==> config.mk <==
export PLATFORM = sky130hd
export DESIGN_NAME = hazard_controller
export DESIGN_NICKNAME = d
export VERILOG_FILES = /design/src/rtl/hazard_controller_pkg.sv /design/src/rtl/forward_sel.sv /design/src/rtl/hazard_controller.sv
export SDC_FILE = /design/constraint.sdc
export NUM_CORES = 1
export LEC_CHECK = 0
export CORE_MARGIN = 5
export CORE_UTILIZATION = 43
export DETAILED_ROUTE_END_ITERATION = 10
export PLACE_DENSITY = 0.95
export SLEW_MARGIN = 20
export SYNTH_ARGS = -nofsm -noshare
export SYNTH_HDL_FRONTEND = slang
export SYNTH_HIERARCHICAL = 1
export SYNTH_SLANG_ARGS = --single-unit
==> constraint.sdc <==
create_clock -name clk -period 4.6 [get_ports clk]
set_input_delay 0.92 -clock clk [delete_from_list [all_inputs] [get_ports clk]]
set_output_delay 0.92 -clock clk [all_outputs]
set_load 0.05 [all_outputs]
==> src/rtl/hazard_controller_pkg.sv <==
// Shared CPU definitions used by the hazard controller and its helpers.
//   - state_t   : hazard FSM state encoding
//   - FWD_*     : execute-stage operand mux select codes
//   - REG_AW    : register address width
package hazard_controller_pkg;

    localparam int REG_AW = 3;

    typedef enum logic [1:0] {
        RUN     = 2'd0,
        FLUSH   = 2'd1,
        MC_WAIT = 2'd2
    } state_t;

    localparam logic [1:0] FWD_RF  = 2'b00;
    localparam logic [1:0] FWD_WB  = 2'b01;
    localparam logic [1:0] FWD_MEM = 2'b10;

endpackage

==> src/rtl/forward_sel.sv <==
// Forwarding select for one execute-stage operand (purely combinational).
// Ports:
//   rsE        in  source register read by the execute instruction
//   rdM        in  memory-stage destination register
//   regwriteM  in  memory-stage write enable
//   rdW        in  writeback destination register
//   regwriteW  in  writeback write enable
//   fwd        out mux select: FWD_MEM, FWD_WB or FWD_RF
module forward_sel
    import hazard_controller_pkg::*;
(
    input  logic [REG_AW-1:0] rsE,
    input  logic [REG_AW-1:0] rdM,
    input  logic              regwriteM,
    input  logic [REG_AW-1:0] rdW,
    input  logic              regwriteW,
    output logic [1:0]        fwd
);

    // The memory stage holds the younger result, so it wins over writeback.
    // R0 is an ordinary register, so address 0 is forwarded like any other.
    always_comb begin
        fwd = FWD_RF;
        if (regwriteM && (rdM == rsE))
            fwd = FWD_MEM;
        else if (regwriteW && (rdW == rsE))
            fwd = FWD_WB;
    end

endmodule

==> src/rtl/hazard_controller.sv <==
// Pipeline sequencing controller for the five-stage CPU. Generates stall,
// flush and forwarding controls for load-use bubbles, control redirects and
// multi-cycle execute operations.
// Ports:
//   clk, rst                     clock, synchronous active-low reset
//   rs1D/rs2D, useRs1D/useRs2D   decode-stage sources and their use flags
//   rs1E/rs2E, rdE               execute-stage sources and destination
//   regwriteE, resultsrcE        execute write enable / load flag
//   rdM/regwriteM, rdW/regwriteW memory and writeback destinations
//   branch_takenE, jumpE         execute-stage redirect sources
//   mc_startE, mc_doneE          multi-cycle op start / completion
//   stallF/stallD/stallE         hold PC / decode / execute registers
//   flushD/flushE                clear decode / execute registers
//   fwdAE/fwdBE                  execute operand mux selects
//   mc_timeout                   sticky multi-cycle timeout flag
//   busy                         FSM is not in RUN
module hazard_controller
    import hazard_controller_pkg::*;
#(
    parameter int FLUSH_CYCLES = 2,
    parameter int MC_TIMEOUT   = 16
) (
    input  logic              clk,
    input  logic              rst,
    input  logic [REG_AW-1:0] rs1D,
    input  logic [REG_AW-1:0] rs2D,
    input  logic              useRs1D,
    input  logic              useRs2D,
    input  logic [REG_AW-1:0] rs1E,
    input  logic [REG_AW-1:0] rs2E,
    input  logic [REG_AW-1:0] rdE,
    input  logic              regwriteE,
    input  logic              resultsrcE,
    input  logic [REG_AW-1:0] rdM,
    input  logic              regwriteM,
    input  logic [REG_AW-1:0] rdW,
    input  logic              regwriteW,
    input  logic              branch_takenE,
    input  logic [1:0]        jumpE,
    input  logic              mc_startE,
    input  logic              mc_doneE,
    output logic              stallF,
    output logic              stallD,
    output logic              stallE,
    output logic              flushD,
    output logic              flushE,
    output logic [1:0]        fwdAE,
    output logic [1:0]        fwdBE,
    output logic              mc_timeout,
    output logic              busy
);

    localparam logic [2:0] FLUSH_RELOAD = 3'(FLUSH_CYCLES - 1);
    localparam logic [4:0] MC_LIMIT     = 5'(MC_TIMEOUT);

    state_t     state, state_next;
    logic [2:0] flush_cnt, flush_cnt_next;
    logic [4:0] mc_cnt, mc_cnt_next;
    logic       timeout_q, timeout_next;

    logic [1:0] fwd_a, fwd_b;
    logic       redirect, loaduse;

    forward_sel u_fwd_a (
        .rsE       (rs1E),
        .rdM       (rdM),
        .regwriteM (regwriteM),
        .rdW       (rdW),
        .regwriteW (regwriteW),
        .fwd       (fwd_a)
    );

    forward_sel u_fwd_b (
        .rsE       (rs2E),
        .rdM       (rdM),
        .regwriteM (regwriteM),
        .rdW       (rdW),
        .regwriteW (regwriteW),
        .fwd       (fwd_b)
    );

    assign redirect = branch_takenE || (jumpE != 2'b00);
    assign loaduse  = regwriteE && resultsrcE &&
                      ((useRs1D && (rs1D == rdE)) || (useRs2D && (rs2D == rdE)));

    // State register
    always_ff @(posedge clk) begin
        if (!rst) begin
            state     <= RUN;
            flush_cnt <= 3'd0;
            mc_cnt    <= 5'd0;
            timeout_q <= 1'b0;
        end else begin
            state     <= state_next;
            flush_cnt <= flush_cnt_next;
            mc_cnt    <= mc_cnt_next;
            timeout_q <= timeout_next;
        end
    end

    // Next-state logic
    always_comb begin
        state_next     = state;
        flush_cnt_next = flush_cnt;
        mc_cnt_next    = mc_cnt;
        timeout_next   = timeout_q;
        case (state)
            RUN: begin
                // A redirect and mc_startE together cannot be legal; the
                // redirect wins and the multi-cycle start is dropped.
                if (redirect) begin
                    if (FLUSH_CYCLES > 1) begin
                        state_next     = FLUSH;
                        flush_cnt_next = FLUSH_RELOAD;
                    end
                end else if (mc_startE && !mc_doneE) begin
                    state_next  = MC_WAIT;
                    mc_cnt_next = 5'd1;
                end
            end
            FLUSH: begin
                if (redirect) begin
                    flush_cnt_next = FLUSH_RELOAD;
                end else if (flush_cnt <= 3'd1) begin
                    state_next     = RUN;
                    flush_cnt_next = 3'd0;
                end else begin
                    flush_cnt_next = flush_cnt - 3'd1;
                end
            end
            MC_WAIT: begin
                if (mc_doneE) begin
                    state_next  = RUN;
                    mc_cnt_next = 5'd0;
                end else if (mc_cnt == MC_LIMIT) begin
                    state_next   = RUN;
                    mc_cnt_next  = 5'd0;
                    timeout_next = 1'b1;
                end else begin
                    mc_cnt_next = mc_cnt + 5'd1;
                end
            end
            default: begin
                state_next = RUN;
            end
        endcase
    end

    // Output logic; everything is forced low while reset is held.
    always_comb begin
        stallF     = 1'b0;
        stallD     = 1'b0;
        stallE     = 1'b0;
        flushD     = 1'b0;
        flushE     = 1'b0;
        fwdAE      = FWD_RF;
        fwdBE      = FWD_RF;
        mc_timeout = 1'b0;
        busy       = 1'b0;
        if (rst) begin
            fwdAE      = fwd_a;
            fwdBE      = fwd_b;
            mc_timeout = timeout_q;
            busy       = (state != RUN);
            case (state)
                RUN: begin
                    if (redirect) begin
                        flushD = 1'b1;
                        flushE = 1'b1;
                    end else if (mc_startE) begin
                        stallF = 1'b1;
                        stallD = 1'b1;
                        stallE = 1'b1;
                    end else if (loaduse) begin
                        // One bubble; the hazard clears once the load reaches M.
                        stallF = 1'b1;
                        stallD = 1'b1;
                        flushE = 1'b1;
                    end
                end
                FLUSH: begin
                    flushD = 1'b1;
                    flushE = redirect;
                end
                MC_WAIT: begin
                    stallF = 1'b1;
                    stallD = 1'b1;
                    stallE = 1'b1;
                end
                default: ;
            endcase
        end
    end

endmodule
Yosys cells after proc, flatten, opt, wreduce, memory -nomap -nowiden:

Cells that the tools add are included.

* flip-flop bits (word level): 11
* bits of input ports: 34
* output and inout bits: 11
* word-level logic and storage cells: 85

* $add $sub $neg: 2
* $lt $le $gt $ge: 1
* eq/ne operators: 16
* mux-type cells: 40
* bitwise logic cells: 1
* reduce and logical (&&, ||, !) cells: 21

Operator list (count)
* 2-to-1 mux 2 bit: 10
* 2-to-1 mux 5 bit: 4
* == test 3 bit: 6
* 2-to-1 mux 1 bit: 16
* inequality test 2 bit (second input constant): 5
* one-hot mux 5 bit (2 select lines): 1
* logical AND 1 bit: 9
* 2-to-1 mux 3 bit: 3
* one-hot mux 1 bit (2 select lines): 4
* nonzero test 2 bit: 4
* inequality test 3 bit (second input constant): 2
* one-hot mux 2 bit (3 select lines): 1
* one-hot mux 3 bit (2 select lines): 1
* AND reduction 3 bit: 2
* adder 5 x 1 -> 5 bit (second input constant): 1
* == test 5 bit (second input constant): 1
* AND reduction 4 bit: 1
* less-or-equal comparator 3 x 1 -> 1 bit (second input constant): 1
* subtractor 3 x 1 -> 3 bit (second input constant): 1
* == test 2 x 1 -> 1 bit (second input constant): 1
* == test 2 bit (second input constant): 1
* zero test 2 bit: 1
* logical OR 1 bit: 2
* AND reduction 2 bit: 1
* 2 further kinds: 2

Longest topological paths before layout:

* word-level depth: 9
* mapped depth: 6
* gate-level depth less buffers: 6

By module:

Netlist, hierarchy kept.

By module, submodules not included
* hazard_controller: times used 1, cells each 95, area each 764.5 µm², sequential area each 220.2 µm²
* forward_sel: times used 2, cells each 9, area each 76.3 µm², sequential area each 0.0 µm²

Least setup slack after synthesis:

OpenSTA, ideal clock, no wires.

* path type: input -> output
* from: input port jumpE[1]
* to: output port stallF
* data arrival time: 3550 ps
* data required time: 3680 ps
* setup slack: 130 ps
* stages: 3
* path buffers: 1
* path through: or3_1 -> o41ai_1 -> buf_4

* cells in the longest elaborated chain, start to end: 5

RTL lines
* start: declaration: line hazard_controller.sv:39 `input logic [1:0] jumpE,`
* nonzero test 2 bit: line hazard_controller.sv:82 `assign redirect = branch_takenE || (jumpE != 2'b00);`
* logical OR 1 bit: line hazard_controller.sv:82
* 2-to-1 mux 1 bit
* one-hot mux 1 bit (2 select lines)
* 2-to-1 mux 1 bit
* end: declaration: line hazard_controller.sv:42 `output logic stallF,`

No other way between the ends.

Final worst setup path:

* from: input port jumpE[1]
* to: output port stallF

* cells in the longest elaborated chain, start to end: 5

RTL lines
* nonzero test 2 bit: line hazard_controller.sv:82
* logical OR 1 bit: line hazard_controller.sv:82
* 2-to-1 mux 1 bit: line hazard_controller.sv:167 `if (redirect) begin`
* one-hot mux 1 bit (2 select lines): line hazard_controller.sv:165 `case (state)`
* 2-to-1 mux 1 bit: line hazard_controller.sv:160 `if (rst) begin`

No other way between the ends.

==> impl_table.tex <==
\begin{tabular}{lr}
\hline
Metric & Value \\
\hline
\multicolumn{2}{l}{\textbf{Min path}} \\
Beginning of the worst hold path & timeout\_q \\
Hold WC Path Type & reg -> reg \\
\multicolumn{2}{l}{\textbf{Drt}} \\
Wirelength per Cell & between 10 and 15 um \\
Post-DR vias/cell & between 5 and 6 \\
DRC errors left & 0 \\
DRT Wirelength & between 2000 and 3000 um \\
ANT nets after route & 0 \\
Number of detailed-routing iterations run before antenna repair & 4 \\
Initial drt markers & 25 \\
Via count & between 900 and 1,000 \\
\multicolumn{2}{l}{\textbf{Synth}} \\
Synth Net Count & approximately 150 \\
Average instance area after synthesis & $\sim$8.1 sq um \\
Sequential fraction of the synthesis area & 24.01\% \\
Number of cells produced by synthesis & 113 \\
Flops \& latches, synth & 11 \\
Number of warning messages in the yosys log & 6 \\
Combined area of all synthesized cells & 917.1 sq um \\
Prevailing post-synth register cell & sky130\_fd\_sc\_hd\_\_dfxtp\_1 \\
Number of enable-type register cells in the synthesized netlist & 0 \\
Proportion of register bits with asynchronous set or reset after synthesis & 0\% \\
Synth unique cells & 37 \\
\multicolumn{2}{l}{\textbf{Global routing}} \\
Wire length of the first global-routing pass & between 4000 and 5000 um \\
Overall fraction of global-route tracks in use & 17.72\% \\
Leftover overflow at the end of global routing & 0 \\
Initial antenna violation count & 0 \\
Vias in the first global route & between 1,000 and 1,500 \\
Maximum number of pins on one net before global-route repair & 12 \\
\multicolumn{2}{l}{\textbf{Placed design}} \\
DP Cell Count & roughly 180 \\
Quantity of I/O buffers inserted on ports & between 40 and 50 \\
Detailed placement HPWL & $\sim$2300 um \\
Final weighted congestion of routability-driven global placement & between 0.7 and 0.8 \\
\multicolumn{2}{l}{\textbf{Power}} \\
Peak ir drop on the vdd network & approximately 0.13 mV \\
Sequential cell fraction of total power & 39.2\% \\
Total chip power & 0.2545 mW \\
Switch share & around 30\% \\
Internal power summed over all cells & roughly 0.18 mW \\
Fraction of power consumed by combinational cells & about a third \\
Power density relative to cell area & 180.7 nW/um\^{}2 \\
Static power due to leakage & 0.5021 nW \\
Part of the total power dissipated in the clock network & between 20\% and 30\% \\
Power dissipated by switching net loads & between 0.07 and 0.08 mW \\
\multicolumn{2}{l}{\textbf{Timing}} \\
Share of the cycle needed by the critical path after routing & 89.61\% \\
Relative max-transition margin & 64.97\% \\
Final Critical Period & about 4100 ps \\
Final number of hold-violating endpoints & 0 \\
Final-report max-slew violation count & 0 \\
Max Clock Freq & $\sim$0.24 GHz \\
Setup skew after layout & between 2 and 2.5 ps \\
Total negative slack & 0 ps \\
Slew at the pin closest to its max-slew limit & about 520 ps \\
Setup repair after global routing missed its margin & no \\
Final setup violation count & 0 \\
\multicolumn{2}{l}{\textbf{Die}} \\
Die area & 3156 sq um \\
Die span in x & roughly 56 um \\
Core outline area & between 2000 and 2500 sq um \\
Die height & $\sim$56 um \\
Boundary pin count & between 40 and 50 \\
Initial core utilization & between 40 and 50\% \\
Count of standard-cell rows & 16 \\
\multicolumn{2}{l}{\textbf{Worst setup path}} \\
Source of the worst register-to-register timing path & flush\_cnt[1] \\
Cell occurring most often along the worst timing path & sky130\_fd\_sc\_hd\_\_clkdlybuf4s50\_1 \\
Critical Path AT & 3200 ps \\
Worst setup path class & in -> out \\
Critical path's largest stage delay & 890 ps \\
Cells traversed along the worst timing path & clkdlybuf4s50\_1 > or3\_1 > o41ai\_1 > clkdlybuf4s50\_1 \\
Data required time at the worst endpoint & approximately 3700 ps \\
CP Launch Point & jumpE[1] \\
Critical Path Start Type & primary input \\
CP Capture Type & output port \\
Critical-path cell with the highest stage delay & sky130\_fd\_sc\_hd\_\_clkdlybuf4s50\_1 \\
CP Max Fanout & 4 \\
\multicolumn{2}{l}{\textbf{Clock tree}} \\
Cts hold-fix bufs & 0 \\
Clk\_lat worst skew & 270 ps \\
Total number of clock tree sinks & 11 \\
Maximum buffer depth of the clock tree & 2 \\
Clock tree from TritonCTS & yes \\
Number of H-tree levels & 1 \\
Clock-pin transition on the worst setup and hold timing paths & 80 ps \\
Setup Buffers After CTS & 0 \\
Quantity of gates resized following cts & 0 \\
Root buffer cell & sky130\_fd\_sc\_hd\_\_clkbuf\_4 \\
Number of buffers created by CTS & 3 \\
\multicolumn{2}{l}{\textbf{Status}} \\
Status & finished clean \\
\multicolumn{2}{l}{\textbf{Layout}} \\
Fraction of final layout cells with drive strength greater than 1 & 7.547\% \\
Fin cells & roughly 190 \\
Fill cell instance count of the final layout & roughly 160 \\
Area delta synth->final & 53.62\% \\
Share of the core filled with cells in the final layout & 70.38\% \\
Antenna cells & 0 \\
Nets & approximately 200 \\
\multicolumn{2}{l}{\textbf{Job}} \\
Max-capacitance violation count & 0 \\
\hline
\end{tabular}
[critical path: cells and delay by family]
kind	cells	cell delay, ps
buffers and inverters	2	1340
and+or+nand+nor	1	460
AOI/OAI and AO/OA	1	480
[placed cells by master (no fill, tap or decap), drive strengths merged, types with 2 or more instances in the layout]
cell / n
nand3: 2
inv: 6
and4: 3
clkinv: 2
or3: 3
a21oi: 9
nand2b: 3
clkdlybuf4s50: 44
a211oi: 2
nand4: 2
a31oi: 2
clkbuf: 3
and2: 7
or4: 2
nand2: 5
nor2b: 2
dfxtp: 11
o21ai: 5
xnor2: 18
nor3b: 2
ha: 4
nor2: 10
[metrics by stage]
step	worst slack, ps	hold slack (ps)	instance area [sq um]
5_1_grt	326.7	504.8	1409
3_3_place_gp	521.4	455.0	1381
6_report	478.1	470.9	1409
3_5_place_dp	472.1	460.0	1381
4_1_cts	469.9	479.1	1409
2_1_floorplan	129.6	428.5	917.1
[path summary, 6_finish.rpt]
check	endpoint	slack, ps	cells past startpoint
max	stallF	480	4
max reg2reg	flush_cnt[2]	2990	6
min reg2reg	timeout_q	470	2
min	timeout_q	470	2
[cell type report]
type | count | area [sq um] | area share, %
clock buffer | 3 | 22.52 | 1.599
clock inverter | 1 | 5.005 | 0.3552
inverter | 7 | 26.28 | 1.865
multi-input combinational | 92 | 653.1 | 46.36
sequential | 11 | 220.2 | 15.63
tap | 27 | 33.78 | 2.398
timing repair buffer | 45 | 447.9 | 31.79
[cell usage after synthesis, types with 3 or more instances]
cell type / instances / area, sq um
sky130_fd_sc_hd__a21oi_1: 9 / 45.04
sky130_fd_sc_hd__and2_1: 7 / 43.79
sky130_fd_sc_hd__dfxtp_1: 11 / 220.2
sky130_fd_sc_hd__ha_1: 4 / 50.05
sky130_fd_sc_hd__inv_1: 6 / 22.52
sky130_fd_sc_hd__nand2_1: 5 / 18.77
sky130_fd_sc_hd__nand2b_1: 3 / 18.77
sky130_fd_sc_hd__nor2_1: 8 / 30.03
sky130_fd_sc_hd__o21ai_1: 3 / 15.01
sky130_fd_sc_hd__or3_1: 3 / 18.77
sky130_fd_sc_hd__xnor2_1: 18 / 157.7
[routing by layer]
metal | GRT usage, % | part of all wire [%]
met1 | 18.23 | 37
met2 | 33.89 | 57
met3 | 5.336 | 5.2
met4 | 5.085 | 0.79
met5 | 0 | 0
[power by group through the flow]
stage	clock (mW)	sequential, mW	combinational [mW]
detailed placement	0	0.102	0.0866
floorplan	0	0.100	0.0416
finish	0.0684	0.0997	0.0864
CTS	0.0710	0.0998	0.0867
global placement	0	0.102	0.0840
global route	0.0772	0.100	0.0929
[kinds of logic (layout without fill, tap and decap cells)]
| group | Yosys count | in the layout | synth area share [%] |
|---|---|---|---|
| simple gates | 45 | 45 | 31.24 |
| compound gates | 25 | 25 | 17.33 |
| xor+xnor | 18 | 18 | 17.19 |
| flops | 11 | 11 | 24.01 |
| buf+inv | 10 | 56 | 4.775 |
| fa+ha+maj | 4 | 4 | 5.457 |
[flip-flops by register name, summed over array words and instances (netlist names)]
name and count:
mc_cnt 5, flush_cnt 3, state 2, timeout_q 1
Power figures use the tool's default switching activity.
==> RTL change 1 (same flow settings) <==
Set the package constant `REG_AW` to 2 (it was 3).
--- a/src/rtl/hazard_controller_pkg.sv
+++ b/src/rtl/hazard_controller_pkg.sv
@@ -5,5 +5,5 @@
 package hazard_controller_pkg;
 
-    localparam int REG_AW = 3;
+    localparam int REG_AW = 2;
 
     typedef enum logic [1:0] {
Ports: changed (7 resized); port bits go from 45 to 38. The function was not compared with the original's and may differ.
==> RTL change 1 against the original RTL <==
  * Worst setup slack improved by 0.022 ns
  * Wire length fell by 6.6%
  * Power fell by 3.9%
  * Sequential share of layout area rose by 1.5 points
  * Area after synthesis fell by 5.6%
  * Cell area fell by 9.0%
  * Sequential cell count did not move
  * First-iteration DRC count fell by 40%
==> RTL change 1: results (changes against the original RTL) <==
clocking:
  insertion_delay_ns: 0.27  # about the same
  ctsResizeCount: 0  # unchanged
  post-cts-setup-buffers: 0  # unchanged
  clk_pin_slew_ns: 0.07
  root_buffer: "clkbuf_4"
  htree_levels: 1  # unchanged
  cts_buffer_depth: 2  # unchanged
  cts_buffers: 3  # unchanged
grt:
  grt_pass1_vias: 1034  # -1.1%
  grt_start_max_net_pins: 15  # +3
  antenna_found_initial: 0  # unchanged
  track_usage: 0.195  # +0.0179
  grt_first_pass_wirelength_um: 4320  # -4.0%
cells_and_area:
  fin_cells: 177  # -4.8%
  fillers: 169  # +3.7%
  diodes: 0  # unchanged
  top_regs: "mc_cnt (5), flush_cnt (3), state (2)"
  drive_gt1_frac: 0.0933  # +0.0179
logic_synthesis:
  ys_top_cells_by_count: "nor2_1 (13), dfxtp_1 (11), xnor2_1 (8)"
  async_flop_share: 0  # unchanged
  avgSynthCellArea_um2: 7.73  # -4.8%
  synthAdderAreaFrac: 0.0578  # +0.00323
  yosysSeqAreaShare: 0.254  # +0.0142
  synthXorXnorAreaFrac: 0.101  # -0.0707
  synth_warnings: 6  # unchanged
  yosysUniqueCellTypes: 32  # -14%
  yosys-top-cells-area: "dfxtp_1 (25%), xnor2_1 (8.1%), ha_1 (5.8%)"
  synth-compound-area-share: 0.205  # +0.0319
  synth_nets: 143  # -5.3%
  synth.most_common_cell: "nor2_1"
  post_synth_mux_area_share: 0  # unchanged
  synth_ff_type: "dfxtp_1"
placed_design:
  place_inst: 173  # -4.9%
  portBuffers: 37  # -16%
  gp_congestion: 0.754  # -1.2%
  dp.final_hpwl_um: 2080  # -8.2%
timing:
  finalMaxSlewViolations: 0  # unchanged
  relSlewSlack: 0.615  # -0.0344
  fin_skew_ns: 0.00431  # +0.00193 ns
route:
  drtIter0Drc: 15  # -40%
  drtPass1Iterations: 5  # +1
  vias: 946  # -4.7%
  routed_wl_um: 2480  # -6.6%
pwr:
  p_leak_nw: 0.440  # -12%
  ir_worst_vdd_mv: 0.141  # +13%
run_status:
  status: "finished clean"
critical_path:
  cp.arrival_ns: 3.18  # -0.02 ns
  path_max_fanout: 4  # unchanged
min_path:
  hp-class: "reg -> reg"
-- RTL change 1: cell types whose count changed after synthesis, moves of 3 or more --
cell	unedited run	this run
nor3_1	0	3
nor2_1	8	13
o21ai_0	2	6
xnor2_1	18	8
a311oi_1	0	3
nand3_1	2	7
o21ai_1	3	0
-- RTL change 1: critical path, stage by stage --
cell,delay (ns)
clkdlybuf4s50_1,0.45
or2_2,0.29
a211oi_1,0.34
nor4_1,0.09
nor3_1,0.24
clkdlybuf4s50_1,0.85
-- RTL change 1: cell type report --
cell class | count | area (um2) | area share
multi-input combinational | 92 | 608 | 0.474
clock buffer | 3 | 22.5 | 0.0176
clock inverter | 1 | 5.00 | 0.00390
sequential | 11 | 220 | 0.172
inverter | 6 | 22.5 | 0.0176
tap | 27 | 33.8 | 0.0263
timing repair buffer | 37 | 370 | 0.289
-- RTL change 1: path summary, 6_finish.rpt --
kind	from	slack (ns)	depth (start not counted)	to
max	rdE[1]	0.50	6	stallD
min	mc_cnt[4]	0.50	1	mc_cnt[4]
max reg2reg	mc_cnt[0]	2.85	6	mc_cnt[4]
min reg2reg	mc_cnt[4]	0.50	1	mc_cnt[4]
-- RTL change 1: cell families after synthesis --
kind of cell | Yosys count
xor+xnor | 10
simple gates | 51
buf+inv | 9
compound gates | 27
fa+ha+maj | 4
flops | 11
-- RTL change 1: routing by layer --
layer | GRT usage | vias up | wire length, um
li1 | - | 475 | -
met1 | 0.190 | 435 | 935
met2 | 0.394 | 36 | 1330
met3 | 0.0708 | 0 | 208
met4 | 0.0166 | 0 | 0
met5 | 0 | - | 0
-- RTL change 1: power breakdown --
part | internal [mW] | switching (mW)
Combinational | 0.0403 | 0.0364
Clock | 0.0322 | 0.0357
Sequential | 0.0967 | 0.00316
Total | 0.169 | 0.0753
-- RTL change 1: stage by stage --
stage / util / setup slack [ns] / hold WS [ns]
after floorplan: - / 0.623 / 0.428
after global placement: 0.646 / 0.589 / 0.451
after detailed placement: 0.646 / 0.505 / 0.490
after CTS: 0.660 / 0.489 / 0.501
after global routing: 0.660 / 0.365 / 0.534
final: 0.660 / 0.500 / 0.504
==> RTL change 2 (same flow settings) <==
Made on the original files. Reset style: asynchronous (`rst`), changed in one clocked block. Comments in the files are not updated.
--- a/src/rtl/hazard_controller.sv
+++ b/src/rtl/hazard_controller.sv
@@ -85,5 +85,5 @@
 
     // State register
-    always_ff @(posedge clk) begin
+    always_ff @(posedge clk or negedge rst) begin
         if (!rst) begin
             state     <= RUN;
Check against the original RTL: no difference found for any inputs over 10 cycles, from zero or initial values and one cycle with rst low; that may be too few to reach the edited logic, so the function may still have changed.
==> RTL change 2 against the original RTL <==
  * Register-to-register slack worse by 0.43 ns
  * Wire length up 5.9%
  * Worst setup slack worse by 0.039 ns
  * Cell area up 1.1%
  * Power up 0.22%
  * Die area up 1.8%
  * Via count unchanged
  * Worst hold slack worse by 0.0087 ns
  * Area after synthesis up 2.2%
  * Global-route usage up 1.6 points
  * Sequential cell count unchanged
  * Highest routed layer unchanged
==> RTL change 2: results (changes against the original RTL) <==
route:
  drtPass1Iterations: 5  # +1
  wl_met1_um: 1020  # +2.9%
  met2_length_um: 1580  # +4.9%
  routedWlPerCell_um: 15.5  # +8.8%
  viasPerCell: 5.49  # +2.8%
  met3_length_um: 160  # +15%
  drtIter0Drc: 30  # +20%
timing:
  fin_skew_ns: 0.00642  # +0.00404 ns
  hold_violations: 0  # unchanged
grt:
  use_met3: 0.0460  # -0.00739
  grt_start_max_net_pins: 19  # +7
  use_met1: 0.202  # +0.0202
  track_usage: 0.194  # +0.0164
  grt_pass1_vias: 1061  # +1.4%
  grt_first_pass_wirelength_um: 4830  # +7.4%
  met2_usage: 0.351  # +0.0126
logic_synthesis:
  ys_top_cells_by_count: "xnor2_1 (18), dfrtp_1 (11), inv_1 (7)"
  yosysSeqAreaShare: 0.294  # +0.0536
  yosys-top-cells-area: "dfrtp_1 (29%), xnor2_1 (17%), ha_1 (5.3%)"
  synth_ff_type: "dfrtp_1"
  synth_nets: 146  # -3.3%
  async_flop_share: 1.00  # +1.00
cells_and_area:
  drive_gt1_frac: 0.0850  # +0.00950
  finish.net_count: 192  # -3.0%
critical_path:
  cp.arrival_ns: 3.24  # +0.04 ns
  r2r_setup_slack_ns: 2.56  # -0.43 ns
  rr_endpoint: "mc_cnt[4]"
  reg2reg_from: "mc_cnt[0]"
  path_max_fanout: 2  # -2
  critPathLaunch: "rdE[2]"
  critPathCapture: "stallD"
placed_design:
  dpl_cell_area_um2: 1400  # +1.2%
  dp.final_hpwl_um: 2380  # +5.0%
run_status:
  status: "finished clean"
pwr:
  ir_worst_vdd_mv: 0.122  # -2.6%
  p_leak_nw: 0.561  # +12%
  p_int_mw: 0.180  # +1.2%
[RTL change 2: final cells by class]
class                           instances  area [um2]
Fill cell                             184         724
Multi-Input combinational cell         86         616
Timing Repair Buffer                   45         445
Sequential cell                        11         275
Tap cell                               28        35.0
Clock buffer                            4        26.3
Inverter                                7        26.3
[RTL change 2: critical path, delay by kind of cell]
kind	cells	cell delay (ns)
AND/OR/NAND/NOR	1	0.21
buffers and inverters	2	1.35
XOR/XNOR	1	0.21
AO/OA/AOI/OAI	2	0.55
[RTL change 2: power groups by stage]
stage                     registers (mW)  logic (mW)  clock network (mW)
after floorplan                    0.102      0.0385                   0
after global placement             0.104      0.0812                   0
after detailed placement           0.104      0.0858                   0
after CTS                          0.102      0.0860              0.0690
after global routing               0.102      0.0921              0.0777
final                              0.102      0.0859              0.0673
[RTL change 2: cells by family (layout without fill, tap and decap cells)]
kind of cell,count (synthesis),in the layout,share of synthesized area
simple gates,40,40,0.254
compound gates,24,24,0.182
xor+xnor,18,18,0.168
flops,11,11,0.294
buf+inv,11,56,0.0494
fa+ha+maj,4,4,0.0534
[RTL change 2: through the flow]
stage / instances / utilization / setup slack, ns
final: 181 / 0.663 / 0.439
after global routing: 181 / 0.663 / 0.288
after CTS: 181 / 0.663 / 0.388
after detailed placement: 177 / 0.651 / 0.414
after global placement: 177 / 0.651 / 0.525
after floorplan: 108 / - / 0.0519
[RTL change 2: worst min-delay path by stage]
stage                endpoint  startpoint  cells past startpoint  slack, ns
global placement    timeout_q   timeout_q                      1       0.43
floorplan           timeout_q   timeout_q                      1       0.42
detailed placement  timeout_q   timeout_q                      1       0.44
global route        timeout_q   timeout_q                      1       0.50
CTS                 timeout_q   timeout_q                      1       0.46
finish              timeout_q   timeout_q                      1       0.46
